`src/rtl/i2c_text_register_bank_pkg.sv`:
```
// Shared definitions for the I2C text register bank: register map, MODE/STATUS
// bit positions and the default text geometry of the VGA character generator.
package i2c_text_register_bank_pkg;

   localparam int TEXT_COLS = 80;
   localparam int TEXT_ROWS = 25;

   localparam logic [7:0] REG_CHAR   = 8'h00;
   localparam logic [7:0] REG_X      = 8'h01;
   localparam logic [7:0] REG_Y      = 8'h02;
   localparam logic [7:0] REG_ATTR0  = 8'h03;
   localparam logic [7:0] REG_MODE   = 8'h08;
   localparam logic [7:0] REG_FILL   = 8'h09;
   localparam logic [7:0] REG_STATUS = 8'h0A;

   localparam int MODE_AUTO_ADV    = 0;
   localparam int MODE_COL_MAJOR   = 1;

   localparam int STATUS_FULL      = 0;
   localparam int STATUS_FILL_BUSY = 1;
   localparam int STATUS_OVERFLOW  = 2;

   typedef enum logic {
      FSM_IDLE,
      FSM_FILL
   } fill_state_t;

endpackage

```
`src/rtl/i2c_text_register_bank_fifo.sv`:
```
// Synchronous FIFO holding text cells on their way to text memory.
// The head entry is always presented; a push into a full FIFO is refused.
module text_cell_fifo #(
   parameter int WIDTH = 8,
   parameter int DEPTH = 4
) (
   input  logic                     clk,
   input  logic                     reset_n,
   input  logic                     push,
   input  logic [WIDTH-1:0]         push_data,
   input  logic                     pop,
   output logic                     full,
   output logic [$clog2(DEPTH):0]   count,
   output logic [WIDTH-1:0]         head
);

   localparam int PW = $clog2(DEPTH);
   localparam logic [PW:0] FULL_COUNT = DEPTH[PW:0];

   logic [WIDTH-1:0] mem [DEPTH];
   logic [PW-1:0]    wr_ptr;
   logic [PW-1:0]    rd_ptr;
   logic             push_ok;
   logic             pop_ok;

   // Fullness comes from the registered count, so a same-cycle pop never makes room for a push
   assign full    = (count == FULL_COUNT);
   assign push_ok = push && !full;
   assign pop_ok  = pop && (count != '0);
   assign head    = mem[rd_ptr];

   always_ff @(posedge clk or negedge reset_n) begin
      if (!reset_n) begin
         wr_ptr <= '0;
         rd_ptr <= '0;
         count  <= '0;
      end else begin
         if (push_ok) wr_ptr <= wr_ptr + 1'b1;
         if (pop_ok)  rd_ptr <= rd_ptr + 1'b1;
         count <= count + {{PW{1'b0}}, push_ok} - {{PW{1'b0}}, pop_ok};
      end
   end

   always_ff @(posedge clk) begin
      if (push_ok) mem[wr_ptr] <= push_data;
   end

endmodule

```
`src/rtl/i2c_text_register_bank.sv`:
```
// Register bank between the I2C slave byte engine and the text-memory writer:
// cursor/attribute registers, auto-advance, screen fill and a buffered cell stream.
module i2c_text_register_bank
   import i2c_text_register_bank_pkg::*;
#(
   parameter int COLS       = TEXT_COLS,
   parameter int ROWS       = TEXT_ROWS,
   parameter int ATTR_BYTES = 2,
   parameter int FIFO_DEPTH = 4
) (
   input  logic                          clk,
   input  logic                          reset_n,
   input  logic [7:0]                    addr,
   input  logic [7:0]                    dataIn,
   input  logic                          writeEn,
   output logic [7:0]                    dataOut,
   output logic                          char_valid,
   input  logic                          char_ready,
   output logic [7:0]                    xtext,
   output logic [7:0]                    ytext,
   output logic [8*(ATTR_BYTES+1)-1:0]   charattr
);

   localparam int CELL_W  = 8 * (ATTR_BYTES + 1);
   localparam int ENTRY_W = CELL_W + 16;
   localparam int CNT_W   = $clog2(FIFO_DEPTH) + 1;
   localparam logic [7:0] X_MAX = 8'(COLS - 1);
   localparam logic [7:0] Y_MAX = 8'(ROWS - 1);

   logic [7:0]                  x;
   logic [7:0]                  y;
   logic [7:0]                  char_reg;
   logic [ATTR_BYTES-1:0][7:0]  attr;
   logic [1:0]                  mode;
   logic                        overflow;

   fill_state_t                 state;
   logic [7:0]                  fx;
   logic [7:0]                  fy;
   logic [7:0]                  fill_char;
   logic [ATTR_BYTES-1:0][7:0]  fill_attr;

   logic                        fifo_full;
   logic [CNT_W-1:0]            fifo_count;
   logic [ENTRY_W-1:0]          fifo_head;
   logic                        push;
   logic [ENTRY_W-1:0]          push_data;

   logic                        in_fill;
   logic                        wr_char;
   logic                        char_push_ok;
   logic [7:0]                  adv_x;
   logic [7:0]                  adv_y;
   logic [7:0]                  rd_data;

   assign in_fill      = (state == FSM_FILL);
   assign wr_char      = writeEn && (addr == REG_CHAR);
   assign char_push_ok = wr_char && !in_fill && !fifo_full;

   // While filling, the fill engine owns the FIFO input; CHAR writes are refused
   always_comb begin
      push      = 1'b0;
      push_data = {x, y, attr, dataIn};
      if (in_fill) begin
         push      = !fifo_full;
         push_data = {fx, fy, fill_attr, fill_char};
      end else if (wr_char) begin
         push = !fifo_full;
      end
   end

   always_comb begin
      adv_x = x;
      adv_y = y;
      if (mode[MODE_COL_MAJOR]) begin
         if (y == Y_MAX) begin
            adv_y = '0;
            adv_x = (x == X_MAX) ? 8'd0 : x + 8'd1;
         end else begin
            adv_y = y + 8'd1;
         end
      end else begin
         if (x == X_MAX) begin
            adv_x = '0;
            adv_y = (y == Y_MAX) ? 8'd0 : y + 8'd1;
         end else begin
            adv_x = x + 8'd1;
         end
      end
   end

   // An explicit X/Y write lands after the advance so it wins when both happen
   always_ff @(posedge clk or negedge reset_n) begin
      if (!reset_n) begin
         x        <= '0;
         y        <= '0;
         char_reg <= '0;
         attr     <= '0;
         mode     <= 2'b01;
         overflow <= 1'b0;
      end else begin
         if (char_push_ok && mode[MODE_AUTO_ADV]) begin
            x <= adv_x;
            y <= adv_y;
         end
         if (writeEn) begin
            case (addr)
               REG_CHAR: begin
                  if (in_fill || fifo_full) overflow <= 1'b1;
                  if (!in_fill) char_reg <= dataIn;
               end
               REG_X:      x <= (dataIn > X_MAX) ? X_MAX : dataIn;
               REG_Y:      y <= (dataIn > Y_MAX) ? Y_MAX : dataIn;
               REG_MODE:   mode <= dataIn[1:0];
               REG_STATUS: overflow <= 1'b0;
               default: begin
                  for (int i = 0; i < ATTR_BYTES; i++) begin
                     if (addr == REG_ATTR0 + 8'(i)) attr[i] <= dataIn;
                  end
               end
            endcase
         end
      end
   end

   // Fill walks the whole screen row-major, one cell per cycle the FIFO can take
   always_ff @(posedge clk or negedge reset_n) begin
      if (!reset_n) begin
         state     <= FSM_IDLE;
         fx        <= '0;
         fy        <= '0;
         fill_char <= '0;
         fill_attr <= '0;
      end else begin
         case (state)
            FSM_IDLE: begin
               if (writeEn && addr == REG_FILL) begin
                  state     <= FSM_FILL;
                  fill_char <= dataIn;
                  fill_attr <= attr;
                  fx        <= '0;
                  fy        <= '0;
               end
            end
            FSM_FILL: begin
               if (!fifo_full) begin
                  if (fx == X_MAX) begin
                     fx <= '0;
                     if (fy == Y_MAX) begin
                        fy    <= '0;
                        state <= FSM_IDLE;
                     end else begin
                        fy <= fy + 8'd1;
                     end
                  end else begin
                     fx <= fx + 8'd1;
                  end
               end
            end
         endcase
      end
   end

   always_comb begin
      rd_data = '0;
      case (addr)
         REG_CHAR:   rd_data = char_reg;
         REG_X:      rd_data = x;
         REG_Y:      rd_data = y;
         REG_MODE:   rd_data = {6'b0, mode};
         REG_STATUS: begin
            rd_data[STATUS_FULL]      = fifo_full;
            rd_data[STATUS_FILL_BUSY] = in_fill;
            rd_data[STATUS_OVERFLOW]  = overflow;
         end
         default: begin
            for (int i = 0; i < ATTR_BYTES; i++) begin
               if (addr == REG_ATTR0 + 8'(i)) rd_data = attr[i];
            end
         end
      endcase
   end

   always_ff @(posedge clk or negedge reset_n) begin
      if (!reset_n) dataOut <= '0;
      else          dataOut <= rd_data;
   end

   text_cell_fifo #(
      .WIDTH(ENTRY_W),
      .DEPTH(FIFO_DEPTH)
   ) u_fifo (
      .clk       (clk),
      .reset_n   (reset_n),
      .push      (push),
      .push_data (push_data),
      .pop       (char_ready),
      .full      (fifo_full),
      .count     (fifo_count),
      .head      (fifo_head)
   );

   assign char_valid = (fifo_count != '0);
   assign charattr   = fifo_head[CELL_W-1:0];
   assign ytext      = fifo_head[CELL_W+7:CELL_W];
   assign xtext      = fifo_head[ENTRY_W-1:CELL_W+8];

endmodule

```
`config.mk`:
```
export PLATFORM = sky130hd
export DESIGN_NAME = i2c_text_register_bank
export DESIGN_NICKNAME = d
export VERILOG_FILES = /design/src/rtl/i2c_text_register_bank_pkg.sv /design/src/rtl/i2c_text_register_bank_fifo.sv /design/src/rtl/i2c_text_register_bank.sv
export SDC_FILE = /design/constraint.sdc
export NUM_CORES = 1
export LEC_CHECK = 0
export CORE_UTILIZATION = 59
export CTS_CLUSTER_DIAMETER = 50
export DETAILED_ROUTE_END_ITERATION = 16
export PLACE_DENSITY = 0.84
export SKIP_CTS_REPAIR_TIMING = 1
export SYNTH_ARGS = -nofsm -noshare
export SYNTH_HDL_FRONTEND = slang
export SYNTH_HIERARCHICAL = 1
export SYNTH_SLANG_ARGS = --single-unit
```
`constraint.sdc`:
```
create_clock -name clk -period 3.15 [get_ports clk]
set_clock_uncertainty 0.05 [all_clocks]
set_input_delay 0.945 -clock clk [delete_from_list [all_inputs] [get_ports clk]]
set_output_delay 0.945 -clock clk [all_outputs]
set_load 0.03 [all_outputs]
```
==> parameters.txt <==
Parameter                              Value

STA
  Setup repair after global routing missed its margin    no
  Final hold slack    around 0.34 ns
  Achievable frequency    approximately 0.33 GHz
  Number of setup violations in the final report    0
  Count of pins over their slew limit    0
  Endpoints failing hold    0
  Slew at the pin closest to its max-slew limit    roughly 0.71 ns
  Slew headroom    approximately half
  Final critical-path share of the clock period    96.5%
  Time the final worst path needs with I/O delays and setup    3.04 ns

Yosys
  Post-synth EDFFs    between 150 and 200
  Post-Syn Area    approximately 0.011 mm2
  Average footprint of a synthesized cell    about 16 um2
  Area share of the leading cell type in the synthesized netlist    42.0%
  Mapped Cells    703
  Share of the yosys chip area belonging to registers    between 60% and 70%
  Number of warning messages in the yosys log    6
  Dominant synthesized flop cell    sky130_fd_sc_hd__edfxtp_1
  Post-synthesis register bit count    ~260
  Count of unique library cells instantiated by Yosys    just under 80
  Main area contributors after synthesis    sky130_fd_sc_hd__edfxtp_1 (42%), sky130_fd_sc_hd__dfrtp_1 (21%), sky130_fd_sc_hd__mux4_2 (7.5%)
  Synthesized Nets    736
  Fraction of registers with async set or reset after synthesis    a little under two fifths
  Cell accounting for the most synthesized area    sky130_fd_sc_hd__edfxtp_1

Outcome
  Outcome    complete, no violations

Clocking
  H-tree levels    1
  Buffer type at the clock tree root    sky130_fd_sc_hd__clkbuf_16
  CTS clk-pin slew, worst paths    about 0.060 ns
  Clk sink count    approximately 260
  Clock tree from TritonCTS    done
  Number of buffers on the longest clock path    3
  TritonCTS Buffers    28
  Clock network latency to the later pin of the worst-skew pair    0.53 ns

Run
  Reported max-cap violation count    0

GRT
  Global Route Usage Sum    25.9%
  Maximum number of pins on one net before global-route repair    44
  Remaining global-route overflow    0
  Antenna violations before repair    0
  First-pass GRT wire length    around 39000 um
  Number of global-route vias before repair    between 7000 and 8000

Floorplan
  Width of the chip    about 140 um
  Core area    about 0.019 mm2
  Effective utilization at floorplan    ~60%
  Die Area    between 0.015 and 0.02 mm2
  Top Ports    69
  Rows    50
  Die Height    between 100 and 150 um

Detailed routing
  Initial DRC Count    slightly below 500
  Vias    roughly 6800
  Per-cell routed wire length    approximately 22 um
  Routed wire length    roughly 25000 um
  Post-route DRC violation count    0
  Antenna viol nets, final    0
  Vias per inst    approximately 6
  Pre-antenna DRT Iters    7

Final layout
  Fin cells    1106
  Diode insertion count for antenna repair    0
  Proportion of layout cells with a drive suffix above 1    roughly 30%
  Top register by number of flip-flops    u_fifo/mem
  Area delta synth->final    20.0%
  Top library cells by usage in the layout, fill and taps aside    sky130_fd_sc_hd__edfxtp_1 (160), sky130_fd_sc_hd__dfrtp_1 (95), sky130_fd_sc_hd__buf_4 (59)
  Total of fill cells in the finished design    1105
  NumNets Final    ~860
  Number of flip-flops in the largest register    160
  Commonest non-fill, non-tap cell in the layout    sky130_fd_sc_hd__edfxtp_1
  Largest registers    u_fifo/mem: 160 flops, attr: 16 flops, fill_attr: 16 flops

Worst setup path
  Critical Path Source    u_fifo/count[1]
  Worst setup SP type    flop
  Max stage delay cell, worst path    sky130_fd_sc_hd__clkdlybuf4s50_1
  Buf/Inv on CP    1
  CP top delay family    buffers and inverters
  CP max FO    8
  Worst EP arrival    approximately 2 ns
  Max incr delay on CP    approximately 0.6 ns
  Worst r2r src    u_fifo/count[1]
  Critical Path Sink Type    primary output
  Crit Path Category    flop to primary output
  CP cell instances    or3_1 -> clkdlybuf4s50_1
  Required time of the critical path    approximately 2.2 ns

Placement
  Count of input and output buffers    68
  # placed instances    around 1100
  Routability-driven placement congestion ratio    between 0.8 and 0.9
  Half-perimeter wire length of the detailed placement result    around 17000 um

Power
  Power per cell area    930 mW/mm2
  Worst IR drop on VDD    around 720 uV
  Static leakage    5.66 nW
  Design Power    12.7 mW

Worst hold path
  Class of the most critical hold timing path    input port to async pin
-- metrics by stage --
stage | setup slack [ns] | cell area, um2 | utilization [%] | setup TNS (ns)
after detailed placement | -0.688 | 12700 | 67.7 | -46.38
after CTS | -0.216 | 13600 | 72.3 | -4.59
final | 0.109 | 13700 | 72.8 | 0
after floorplan | -0.293 | 11500 | - | -9.36
after global routing | 0.0508 | 13700 | 72.8 | 0
after global placement | -0.552 | 12700 | 67.7 | -26.49
-- worst paths after layout --
check | end | slack [ns] | cells past startpoint
worst max-delay path | char_valid | 0.11 | 2
worst min-delay path | u_fifo/wr_ptr[1] | 0.34 | 1
worst max register to register | u_fifo/count[2] | 0.49 | 9
worst min register to register | fill_attr[15] | 0.44 | 1
max in group asynchronous | dataOut[5] | 2.01 | 2
min in group clk | fill_attr[15] | 0.44 | 1
-- layout make-up --
cell class | count | area [um2] | area share (%)
Inverter | 14 | 52.6 | 0.383
Sequential cell | 259 | 7290 | 53.1
Clock inverter | 9 | 70.1 | 0.511
Tap cell | 260 | 325 | 2.37
Timing Repair Buffer | 126 | 1300 | 9.49
Clock buffer | 43 | 808 | 5.89
Multi-Input combinational cell | 395 | 3870 | 28.2
-- cell families after synthesis --
family	count (synthesis)	share of synthesized area (%)
flip-flops	259	63.7
AND/OR/NAND/NOR	146	7.74
multiplexers	133	17.7
AO/OA/AOI/OAI	90	5.72
buffers and inverters	49	2.67
XOR/XNOR	13	0.996
adder cells (fa/ha/maj)	13	1.49
-- power by group --
part | leakage [nW] | internal, mW | switching, mW
combinational | 2.40 | 1.97 | 2.49
sequential | 2.84 | 4.80 | 0.409
clock | 0.426 | 1.78 | 1.29
total | 5.66 | 8.56 | 4.19
-- routing by layer --
layer  part of all wire [%]  global-route usage (%)  up-vias
met4                    2.8                    7.89        0
met3                    5.7                    3.63       58
met2                     49                    43.3      274
li1                       -                       -     3014
met5                      0                       0        -
met1                     42                    35.5     3466
-- Yosys cell counts (4+ instances only) --
cell type	number
sky130_fd_sc_hd__mux2_2	49
sky130_fd_sc_hd__a22oi_1	7
sky130_fd_sc_hd__or4_1	4
sky130_fd_sc_hd__o21ai_1	11
sky130_fd_sc_hd__clkbuf_1	11
sky130_fd_sc_hd__inv_1	14
sky130_fd_sc_hd__ha_1	12
sky130_fd_sc_hd__and3b_1	5
sky130_fd_sc_hd__o31ai_1	7
sky130_fd_sc_hd__mux2_1	22
sky130_fd_sc_hd__xor2_1	5
sky130_fd_sc_hd__mux2_4	18
sky130_fd_sc_hd__nand2b_1	9
sky130_fd_sc_hd__nand4_1	6
sky130_fd_sc_hd__edfxtp_1	160
sky130_fd_sc_hd__buf_12	4
sky130_fd_sc_hd__nor2_1	21
sky130_fd_sc_hd__buf_6	5
sky130_fd_sc_hd__dfrtp_1	98
sky130_fd_sc_hd__xnor2_1	8
sky130_fd_sc_hd__mux4_2	38
sky130_fd_sc_hd__a31oi_1	6
sky130_fd_sc_hd__mux2i_1	4
sky130_fd_sc_hd__buf_2	12
sky130_fd_sc_hd__nand3_1	15
sky130_fd_sc_hd__nor2b_1	6
sky130_fd_sc_hd__o21ai_0	15
sky130_fd_sc_hd__and3_1	6
sky130_fd_sc_hd__nor3_1	7
sky130_fd_sc_hd__a21oi_1	9
sky130_fd_sc_hd__a222oi_1	7
sky130_fd_sc_hd__nand2_1	31
No activity file was read; power rests on OpenSTA's default activity.
